<file path="src/rtl/sprite_ram_loader_pkg.sv">
// Shared types and constants for the sprite-RAM loader: FSM states,
// sprite geometry, palette codes and the packed-word pixel selector.
package sprite_ram_loader_pkg;

   typedef enum logic [1:0] {
      ST_IDLE   = 2'd0,
      ST_UNPACK = 2'd1,
      ST_FILL   = 2'd2
   } state_e;

   localparam int H_SIZE       = 16;
   localparam int V_SIZE       = 16;
   localparam int PIX_W        = 2;
   localparam int PIX_PER_WORD = 16;

   localparam logic [1:0] PAL_TRANSPARENT = 2'd0;
   localparam logic [1:0] PAL_COLOR1      = 2'd1;
   localparam logic [1:0] PAL_COLOR2      = 2'd2;
   localparam logic [1:0] PAL_COLOR3      = 2'd3;

   localparam logic [3:0] WORD_LAST = 4'(PIX_PER_WORD - 1);
   localparam logic [7:0] FILL_LAST = 8'(H_SIZE * V_SIZE - 1);

   function automatic logic [PIX_W-1:0] pixel_of(
      input logic [PIX_W*PIX_PER_WORD-1:0] word,
      input logic [3:0]                    k
   );
      return word[{k, 1'b0} +: PIX_W];
   endfunction

endpackage

</file>
<file path="src/rtl/sprite_ram_loader.sv">
// Writes sprite RAM either by unpacking 16-pixel packed words or by filling
// a whole 16x16 slot with one palette code; all RAM-side outputs are registered.
module sprite_ram_loader
   import sprite_ram_loader_pkg::*;
#(
   parameter int ADDR   = 10,
   parameter int WORD_W = 32
) (
   input  logic              clk,
   input  logic              reset_n,
   input  logic              wr_valid,
   output logic              wr_ready,
   input  logic [WORD_W-1:0] wr_data,
   input  logic [ADDR-5:0]   wr_waddr,
   input  logic              fill_start,
   input  logic [1:0]        fill_sid,
   input  logic [1:0]        fill_code,
   output logic              we,
   output logic [ADDR-1:0]   addr_w,
   output logic [1:0]        pixel_out,
   output logic              busy,
   output logic              done
);

   state_e              state_q, state_d;
   logic [3:0]          wcnt_q, wcnt_d, wnext;
   logic [7:0]          fcnt_q, fcnt_d, fnext;
   logic [WORD_W-1:0]   data_q, data_d;
   logic [ADDR-5:0]     base_q, base_d;
   logic [1:0]          sid_q, sid_d;
   logic [1:0]          code_q, code_d;
   logic                we_q, we_d;
   logic [ADDR-1:0]     addr_q, addr_d;
   logic [1:0]          pix_q, pix_d;
   logic                busy_q, busy_d;
   logic                done_q, done_d;

   // State, counters, latches and registered RAM-side outputs.
   always_ff @(posedge clk or negedge reset_n) begin
      if (!reset_n) begin
         state_q <= ST_IDLE;
         wcnt_q  <= 4'd0;
         fcnt_q  <= 8'd0;
         data_q  <= '0;
         base_q  <= '0;
         sid_q   <= 2'd0;
         code_q  <= PAL_TRANSPARENT;
         we_q    <= 1'b0;
         addr_q  <= '0;
         pix_q   <= PAL_TRANSPARENT;
         busy_q  <= 1'b0;
         done_q  <= 1'b0;
      end else begin
         state_q <= state_d;
         wcnt_q  <= wcnt_d;
         fcnt_q  <= fcnt_d;
         data_q  <= data_d;
         base_q  <= base_d;
         sid_q   <= sid_d;
         code_q  <= code_d;
         we_q    <= we_d;
         addr_q  <= addr_d;
         pix_q   <= pix_d;
         busy_q  <= busy_d;
         done_q  <= done_d;
      end
   end

   // Next state; the _d outputs describe the write shown in the following cycle.
   always_comb begin
      state_d  = state_q;
      wcnt_d   = wcnt_q;
      fcnt_d   = fcnt_q;
      data_d   = data_q;
      base_d   = base_q;
      sid_d    = sid_q;
      code_d   = code_q;
      we_d     = 1'b0;
      addr_d   = addr_q;
      pix_d    = pix_q;
      done_d   = 1'b0;
      wr_ready = 1'b0;
      wnext    = wcnt_q + 4'd1;
      fnext    = fcnt_q + 8'd1;

      case (state_q)
         ST_IDLE: begin
            wr_ready = !fill_start;
            if (fill_start) begin
               sid_d   = fill_sid;
               code_d  = fill_code;
               fcnt_d  = 8'd0;
               we_d    = 1'b1;
               addr_d  = ADDR'({fill_sid, 8'h00});
               pix_d   = fill_code;
               state_d = ST_FILL;
            end else if (wr_valid) begin
               data_d  = wr_data;
               base_d  = wr_waddr;
               wcnt_d  = 4'd0;
               we_d    = 1'b1;
               addr_d  = {wr_waddr, 4'h0};
               pix_d   = pixel_of(wr_data, 4'd0);
               state_d = ST_UNPACK;
            end else begin
               state_d = ST_IDLE;
            end
         end
         ST_UNPACK: begin
            wr_ready = (wcnt_q == WORD_LAST);
            if (wcnt_q != WORD_LAST) begin
               wcnt_d = wnext;
               we_d   = 1'b1;
               addr_d = {base_q, wnext};
               pix_d  = pixel_of(data_q, wnext);
            end else if (wr_valid) begin
               // Chained word: first pixel of the new word follows with no gap.
               done_d = 1'b1;
               data_d = wr_data;
               base_d = wr_waddr;
               wcnt_d = 4'd0;
               we_d   = 1'b1;
               addr_d = {wr_waddr, 4'h0};
               pix_d  = pixel_of(wr_data, 4'd0);
            end else begin
               done_d  = 1'b1;
               state_d = ST_IDLE;
            end
         end
         ST_FILL: begin
            if (fcnt_q != FILL_LAST) begin
               fcnt_d = fnext;
               we_d   = 1'b1;
               addr_d = ADDR'({sid_q, fnext});
               pix_d  = code_q;
            end else begin
               done_d  = 1'b1;
               state_d = ST_IDLE;
            end
         end
         default: begin
            state_d = ST_IDLE;
         end
      endcase

      busy_d = (state_d != ST_IDLE);
   end

   assign we        = we_q;
   assign addr_w    = addr_q;
   assign pixel_out = pix_q;
   assign busy      = busy_q;
   assign done      = done_q;

endmodule

</file>
<file path="config.mk">
export PLATFORM = sky130hd
export DESIGN_NAME = sprite_ram_loader
export DESIGN_NICKNAME = d
export VERILOG_FILES = /design/src/rtl/sprite_ram_loader_pkg.sv /design/src/rtl/sprite_ram_loader.sv
export SDC_FILE = /design/constraint.sdc
export NUM_CORES = 1
export LEC_CHECK = 0
export CORE_MARGIN = 4
export CORE_UTILIZATION = 46
export CTS_CLUSTER_DIAMETER = 100
export DETAILED_ROUTE_END_ITERATION = 8
export PLACE_DENSITY_LB_ADDON = 0.1
export SLEW_MARGIN = 30
export SYNTH_ARGS = -nofsm -noshare
export SYNTH_HDL_FRONTEND = slang
export SYNTH_SLANG_ARGS = --single-unit
</file>
<file path="constraint.sdc">
create_clock -name clk -period 2.3 [get_ports clk]
set_input_delay 0.23 -clock clk [delete_from_list [all_inputs] [get_ports clk]]
set_output_delay 0.23 -clock clk [all_outputs]
set_load 0.02 [all_outputs]
</file>
Word-level counts from Yosys, hierarchy flattened:

Cells that the tools add are included.

* equality and inequality tests: 9
* reduce and logical (&&, ||, !) cells: 11
* add/subtract/negate cells: 2
* div/mod/pow operators: 0
* order comparisons: 0
* bitwise logic cells: 0
* mux-type cells: 40
* multipliers: 0
* shift operators: 1

Operator list (number)
* $mux W32: 3
* $pmux W32 S2: 1
* $mux W10: 4
* $shiftx A32 B6 Y2: 1
* $pmux W10 S3: 1
* $mux W6: 3
* $mux W2: 8
* $mux W8: 2
* $pmux W8 S2: 1
* $mux W4: 3
* $pmux W2 S3: 2
* $pmux W6 S2: 1
* $add A8 B1 Y8 const B: 1
* $ne A2 B2 Y1 const B: 4
* $ne A8 B8 Y1 const B: 1
* $pmux W4 S2: 1
* $mux W1: 7
* $reduce_and A2 Y1: 3
* $reduce_and A3 Y1: 2
* $reduce_bool A2 Y1: 3
* $add A4 B1 Y4 const B: 1
* $eq A4 B4 Y1 const B: 1
* $ne A4 B4 Y1 const B: 1
* $pmux W1 S2: 2
* other kinds (6): 6

* memories: 0
* output and inout port bits: 16
* bits in latches: 0
* register bits: 71
* input port bits: 46
* logic and storage cells: 75
* bits in writable memories: 0
* ROM bits: 0

Depth between registers and ports, before layout:

Gate-level depths: netlist of run 1.

* word-level depth: 4
* mapped depth: 9
* gate-level depth less buffers: 7

Worst setup path after synthesis of run 1:

Ideal clock, no wire load.

* path kind: register to register
* start: register wcnt_q[1]
* end: register base_q[0]
* cell stages (with the launch flop): 10
* clock period less this slack: 1.959 ns
* buffers on the path: 4
* required time: 2.175 ns
* library setup time: 0.125 ns
* arrival time: 1.834 ns
* slack: 0.341 ns
* cells stage by stage: dfrtp_1 -> ha_1 -> buf_4 -> nand3_4 -> and2_4 -> buf_6 -> nor3_4 -> buf_6 -> buf_12 -> mux2_4

* word-level cells in the longest chain between the ends: 3

RTL lines
* start, declared: RTL line sprite_ram_loader.sv:26 `logic [3:0] wcnt_q, wcnt_d, wnext;`
* start signal, assigned: RTL line sprite_ram_loader.sv:55 `wcnt_q <= wcnt_d;`
* $ne A4 B4 Y1: RTL line sprite_ram_loader.sv:111 `if (wcnt_q != WORD_LAST) begin`
* $ne A2 B2 Y1 (no source line)
* $reduce_and A3 Y1 (no source line)
* end signal, assigned: RTL line sprite_ram_loader.sv:58 `base_q <= base_d;`
* end, declared: RTL line sprite_ram_loader.sv:29 `logic [ADDR-5:0] base_q, base_d;`

Every way passes these cells.
A chain may end at the register's enable or synchronous reset.

Worst setup path in the final report of run 1:

* start: register state_q[0]
* end: register data_q[17]

* word-level cells in the longest chain between the ends: 3
* elaborated cells between the ends (all ways): 7
* those cells by class: 3 x eq/ne; 1 x mux; 3 x reduce/logical

RTL lines
* start, declared: RTL line sprite_ram_loader.sv:25 `state_e state_q, state_d;`
* start signal, assigned: RTL line sprite_ram_loader.sv:54 `state_q <= state_d;`
* $eq A2 B1 Y1 or $logic_not A2 Y1 (tied branches): RTL line sprite_ram_loader.sv:86 `case (state_q)`
* $ne A2 B2 Y1 (no source line) or $reduce_bool A2 Y1 (tied branches)
* $reduce_and A3 Y1 (no source line)
* end signal, assigned: RTL line sprite_ram_loader.sv:57 `data_q <= data_d;`
* end, declared: RTL line sprite_ram_loader.sv:28 `logic [WORD_W-1:0] data_q, data_d;`

Parallel ways exist; a longest one is shown, timed or not.

==> results of run 1 <==
==> area by class of cell <==
cell class              count  share of cell area, %
inverters                   8                  0.614
multi-input cells         226                   38.9
well taps                 105                   2.69
clock inverters             3                   1.84
repair buffers             83                   16.6
flip-flops and latches     71                   36.4
clock buffers              13                   3.04
==> worst max-delay path: cells and delay by family, from the launching register on <==
family,cells,cell delay (ns)
simple gates,2,0.45
flops,1,0.43
mux,1,0.34
buf+inv,2,0.30
fa+ha+maj,1,0.25
compound gates,1,0.22
==> cells by family after synthesis <==
family	Yosys count	synth area share, %
flops	71	46.0
fa+ha+maj	6	1.95
compound gates	89	15.8
simple gates	67	9.66
xor+xnor	4	1.39
mux	60	20.4
buf+inv	31	4.77
==> metal layers <==
| metal | up-vias | global-route usage [%] |
|---|---|---|
| li1 | 1366 | - |
| met1 | 1400 | 25.6 |
| met2 | 64 | 27.3 |
| met3 | 14 | 3.09 |
| met4 | 0 | 8.51 |
| met5 | - | 0 |
==> metrics by stage <==
| step | setup slack [ns] | cell area (um2) | power (uW) |
|---|---|---|---|
| final | 0.166 | 4890 | 6270 |
| after global routing | 0.00716 | 4890 | 6660 |
| after CTS | 0.180 | 4890 | 6320 |
| after detailed placement | 0.180 | 4640 | 5080 |
| after global placement | 0.219 | 4640 | 5020 |
| after floorplan | 0.341 | 3860 | 4210 |
==> sequential cells by signal, summed over array words and instances, names as in the netlist <==
name and flops:
code_q 2, pixel_out 2, state_q 2, sid_q 2
fcnt_q 8, wcnt_q 4, busy 1, base_q 6
addr_w 10, we 1, data_q 32, done 1
==> repair_timing <==
action / 4_1_cts / 5_1_grt
hold endpoints to repair: 27 / 0
hold buffers: 1 / 0
gates resized for setup: 4 / 0
endpoints found under the setup margin: 1 / 0
==> power by group <==
group	switching, uW	internal (uW)
Sequential	309	1790
Clock	464	753
Combinational	1370	1590
==> final timing paths <==
check	from	end	slack [ns]
setup / recovery	state_q[0]	data_q[17]	0.17
setup reg to reg	state_q[0]	data_q[17]	0.17
hold / removal	reset_n	addr_w[9]	0.44
hold reg to reg	addr_w[1]	addr_w[1]	0.50
min in group clk	wr_waddr[2]	addr_w[6]	0.49
max in group asynchronous	reset_n	wcnt_q[2]	1.17
==> cell usage in the layout, fill, tap and decap left out, types with 3 or more instances in the layout <==
cell,n
dfrtp_1,70
clkdlybuf4s50_1,59
mux2_2,28
o21ai_0,23
nand2_1,22
mux2_4,20
buf_4,18
a21oi_1,11
a31oi_1,10
a22o_1,10
clkbuf_8,10
inv_1,8
mux2i_1,8
nand3_1,7
nand4_1,6
nor2_1,5
a21boi_0,5
a32o_1,5
nor2b_1,5
a21o_1,4
or3_1,4
a22oi_1,4
mux4_2,4
a2111oi_0,4
nand2b_1,4
ha_1,4
xnor2_1,3
clkbuf_1,3
bufinv_16,3
buf_12,3
==> summary.md, run 1 <==
| Metric | Value |
|---|---|
| Final period util | `92.8%` |
| Largest net degree at the start of global routing | `45` |
| DR pass1 iterations | `4` |
| Row count | `33` |
| DP Wirelength | `6.26 mm` |
| Clock Tree Root | `clkbuf_8` |
| R2R depth | `7` |
| Yosys top cell area share | `46.0%` |
| DRC viols | `0` |
| DIE WIDTH | `99.6 um` |
| Global-route usage over all layers | `18.2%` |
| Fraction of layout cells with a size suffix above 1 | `24.0%` |
| Post-synth top cells | `dfrtp_1, mux2_2, o21ai_0` |
| Vias | `2844` |
| Worst Max-Slew Pin Slew | `0.659 ns` |
| Initial core utilization | `47.2%` |
| Avg WL per Cell | `17.1 um` |
| Full die area | `9920 um2` |
| Post-route insts no fill | `509` |
| Outcome | `finished clean` |
| Largest cells by area after synthesis | `dfrtp_1, mux2_2, mux2_4` |
| Fill cell count | `707` |
| Post-CTS setup buffers | `0` |
| Slowest cell on crit path | `dfrtp_1` |
| Post-synth EDFFs | `0` |
| Worst path max stage delay | `0.43 ns` |
| Top cell type by total area after synthesis | `dfrtp_1` |
| CP cell instances | `inv_1 -> ha_1 -> nand2_1 -> o21ai_0 -> nor3_4 -> buf_12 -> mux2_2` |
| Initial DRC count | `135` |
| Maxcap violations | `0` |
| Post-Syn Area per Cell | `11.8 um2` |
| First-pass GRT wire length | `14.2 mm` |
| Crit path kind | `reg2reg` |
| Max Freq | `469 MHz` |
| I/O pin count | `62` |
| Clock buffer depth | `2` |
| Post-synthesis cell area | `3860 um2` |
| Inst Count DP | `492` |
| Top-count cell post-synth | `dfrtp_1` |
| Synth warnings | `0` |
| Clock Skews | `0.00965 ns` |
| Routability cong. | `0.810` |
| CTS tree | `done` |
| Vias in the first global route | `2816` |
| Register area share after synthesis | `46.0%` |
| Clk_lat worst skew | `0.35 ns` |
| Crit-path max FO | `19` |
| Final hold violation count | `0` |
| Reg clk slew, reported paths | `0.08 ns` |
| CTS buffer count | `9` |
| Metal3 WL | `347 um` |
| Multi-input logic area | `1900 um2` |
| Syn nets | `380` |
| ANT cells | `0` |
| CP Data Arrival Time | `2.36 ns` |
| Initial antenna violation count | `0` |
| Worst VDD drop | `0.537 mV` |
| Max layer used | `met4` |
| Worst EP required | `2.53 ns` |
| Core Util, Final | `59.8%` |
| Setup crit start kind | `flop` |
| Storage element area | `1780 um2` |
| Min cycle time layout | `2.13 ns` |
| Metal-1 WL | `4.11 mm` |
| Slew Limit Headroom | `56.0%` |
| Met2 wire len | `4.06 mm` |
| # port buffers | `61` |
| Die Height | `99.6 um` |
| Number of synthesized register bits | `71` |
| RSZ-0062 raised after global routing | `false` |
| Core ar. | `8180 um2` |
| P_leak | `0.00205 uW` |
| Slew Limit Fails | `0` |
| WL final | `8.71 mm` |
| P&R area growth vs syn | `26.8%` |
| Fraction of registers with async set/reset | `100%` |
| CP Capture Type | `flop` |
| CTS H-tree lvls | `3` |
| Total negative slack | `0 ns` |
| Ys flop type | `dfrtp_1` |
| Grt total ovfl | `0` |
| Worst Hold Class | `in2async` |
| Antenna viol nets, final | `0` |
| Avg Vias per Cell | `5.59` |
| Distinct cells, synth | `52` |
| Syn Inst Count | `328` |
| NumNets Final | `451` |
| Sink Count | `71` |
| Final setup fails | `0` |
| Pwr/cell area | `1280 nW/um2` |
| Hold WS | `0.444 ns` |
Power figures use the tool's default switching activity.
==> run 2, diff against run 1 <==
--- a/config.mk
+++ b/config.mk
@@ -9,6 +9,7 @@
 export CORE_UTILIZATION = 46
 export CTS_CLUSTER_DIAMETER = 100
 export DETAILED_ROUTE_END_ITERATION = 8
+export DONT_BUFFER_PORTS = 1
 export PLACE_DENSITY_LB_ADDON = 0.1
 export SLEW_MARGIN = 30
 export SYNTH_ARGS = -nofsm -noshare
==> summary.md, run 2 (synthesized netlist as in run 1, its figures left out) <==
| Metric | Value |
|---|---|
| Avg Vias per Cell | `5.80` |
| Reg clk slew, reported paths | `0.08 ns` |
| Crit-path max FO | `13` |
| DRC viols | `0` |
| First-pass GRT wire length | `14.4 mm` |
| Final setup fails | `0` |
| I/O pin count | `62` |
| Sink Count | `71` |
| Outcome | `finished clean` |
| Die Height | `99.6 um` |
| DIE WIDTH | `99.6 um` |
| NumNets Final | `397` |
| Largest register FFs | `32` |
| Final hold violation count | `0` |
| Logic pwr share | `43.8%` |
| Initial antenna violation count | `0` |
| Worst VDD drop | `0.594 mV` |
| Antenna viol nets, final | `0` |
| Maxcap violations | `0` |
| Clk pwr share | `17.8%` |
| Slew Limit Headroom | `66.4%` |
| Total negative slack | `0 ns` |
| Slew Limit Fails | `0` |
| DP Wirelength | `6.18 mm` |
| Post-Layout Inst Area | `4300 um2` |
| Final period util | `93.0%` |
| Fraction of layout cells with a size suffix above 1 | `26.9%` |
| Worst EP required | `2.54 ns` |
| Initial DRC count | `140` |
| Crit path kind | `reg2reg` |
| Most frequent cells in the layout | `dfrtp_1, mux2_2, o21ai_0, nand2_1, mux2_4` |
| Top reg by flops | `data_q` |
| Global-route usage over all layers | `18.6%` |
| Avg WL per Cell | `19.3 um` |
| # port buffers | `0` |
| Grt total ovfl | `0` |
| Setup crit start kind | `flop` |
| DR pass1 iterations | `5` |
| R2R depth | `6` |
| CP Capture Type | `flop` |
| P_int | `3650 uW` |
| Initial core utilization | `47.2%` |
| Min cycle time layout | `2.14 ns` |
| P_leak | `0.00182 uW` |
| ANT cells | `0` |
| Vias in the first global route | `2721` |
| Pwr/cell area | `1350 nW/um2` |
| Row count | `33` |
| Share of total power in sequential cells | `38.5%` |
| Net Sw Frac | `37.0%` |
| Max Freq | `467 MHz` |
| RSZ-0062 raised after global routing | `false` |
| Clock buffer depth | `2` |
| P&R area growth vs syn | `11.4%` |
| Vias | `2639` |
| Worst Hold Class | `in2reg` |
| Clk_lat worst skew | `0.35 ns` |
| Largest net degree at the start of global routing | `72` |
| Fill cell count | `734` |
| Core ar. | `8180 um2` |
| Clock Tree Root | `clkbuf_8` |
| Post-CTS setup buffers | `0` |
| Most common cell after layout, fill and taps aside | `dfrtp_1` |
| CTS H-tree lvls | `3` |
| Cells on Worst Hold Path | `1` |
| CTS buffer count | `9` |
| Psw | `2140 uW` |
| Clock Skews | `0.0131 ns` |
| Placed Area | `3970 um2` |
| WL final | `8.78 mm` |
| Worst Max-Slew Pin Slew | `0.503 ns` |
| CTS tree | `done` |
| CP Data Arrival Time | `2.38 ns` |
| Full die area | `9920 um2` |
| Routability cong. | `0.786` |
[run 2: cell types whose count changed in the layout (fill, tap and decap cells not counted), sizes merged, moves of 2 or more]
cell,previous run,this run
buf,22,19
clkinvlp,0,3
clkdlybuf4s50,59,0
dlygate4sd3,1,10
bufinv,3,1
clkbuf,13,11
[run 2: timing repair]
item	4_1_cts	5_1_grt
endpoints found under the setup margin	0	11
hold endpoints to repair	72	8
hold buffers	3	8
resized for setup	0	2
[run 2: worst paths after layout]
path / startpoint / slack [ns] / end
min reg2reg: data_q[18] / 0.50 / data_q[18]
max reg2reg: wcnt_q[1] / 0.16 / data_q[24]
min in group asynchronous: reset_n / 0.43 / done
max in group asynchronous: reset_n / 1.56 / addr_w[3]
min: wr_waddr[3] / 0.02 / base_q[3]
max: wcnt_q[1] / 0.16 / data_q[24]
[run 2: area by class of cell]
class	instances	area (um2)	share of cell area (%)
Sequential cell	71	1780	41.3
Multi-Input combinational cell	226	1900	44.2
Tap cell	105	131	3.05
Clock buffer	11	141	3.29
Inverter	8	30.0	0.698
Timing Repair Buffer	29	263	6.11
Clock inverter	5	57.6	1.34
[run 2: metrics by stage]
stage | setup slack [ns] | hold slack [ns] | utilization (%) | instances | power, uW
6_report | 0.161 | 0.0176 | 52.6 | 455 | 5790
5_1_grt | 0.0543 | 0.000264 | 52.6 | 455 | 6180
4_1_cts | 0.127 | 0.000806 | 51.6 | 447 | 5810
3_5_place_dp | 0.140 | -0.0631 | 48.6 | 428 | 4740
3_3_place_gp | 0.226 | -0.0634 | 48.6 | 428 | 4700
2_1_floorplan | 0.341 | -0.0656 | - | 328 | 4210
[run 2: critical path, stage by stage, from the launching register on]
cell,delay [ns]
dfrtp_1,0.40
ha_1,0.38
nand3_4,0.15
and2_4,0.24
nor3_4,0.20
buf_4,0.29
mux2_2,0.36
[run 2: power by group through the flow]
stage	registers, uW	clock network, uW	logic [uW]
2_1_floorplan	2130	0	2070
3_3_place_gp	2240	0	2460
3_5_place_dp	2250	0	2480
4_1_cts	2230	1050	2530
5_1_grt	2300	1110	2770
6_report	2230	1030	2540
[run 2: metal layers]
metal	routed length [um]	global-route usage [%]	part of all wire [%]	up-vias
met4	125	6.72	1.4	0
met2	4230	29.1	48	67
met3	460	4.84	5.2	7
li1	-	-	-	1256
met5	0	0	0	-
met1	3960	25.1	45	1309
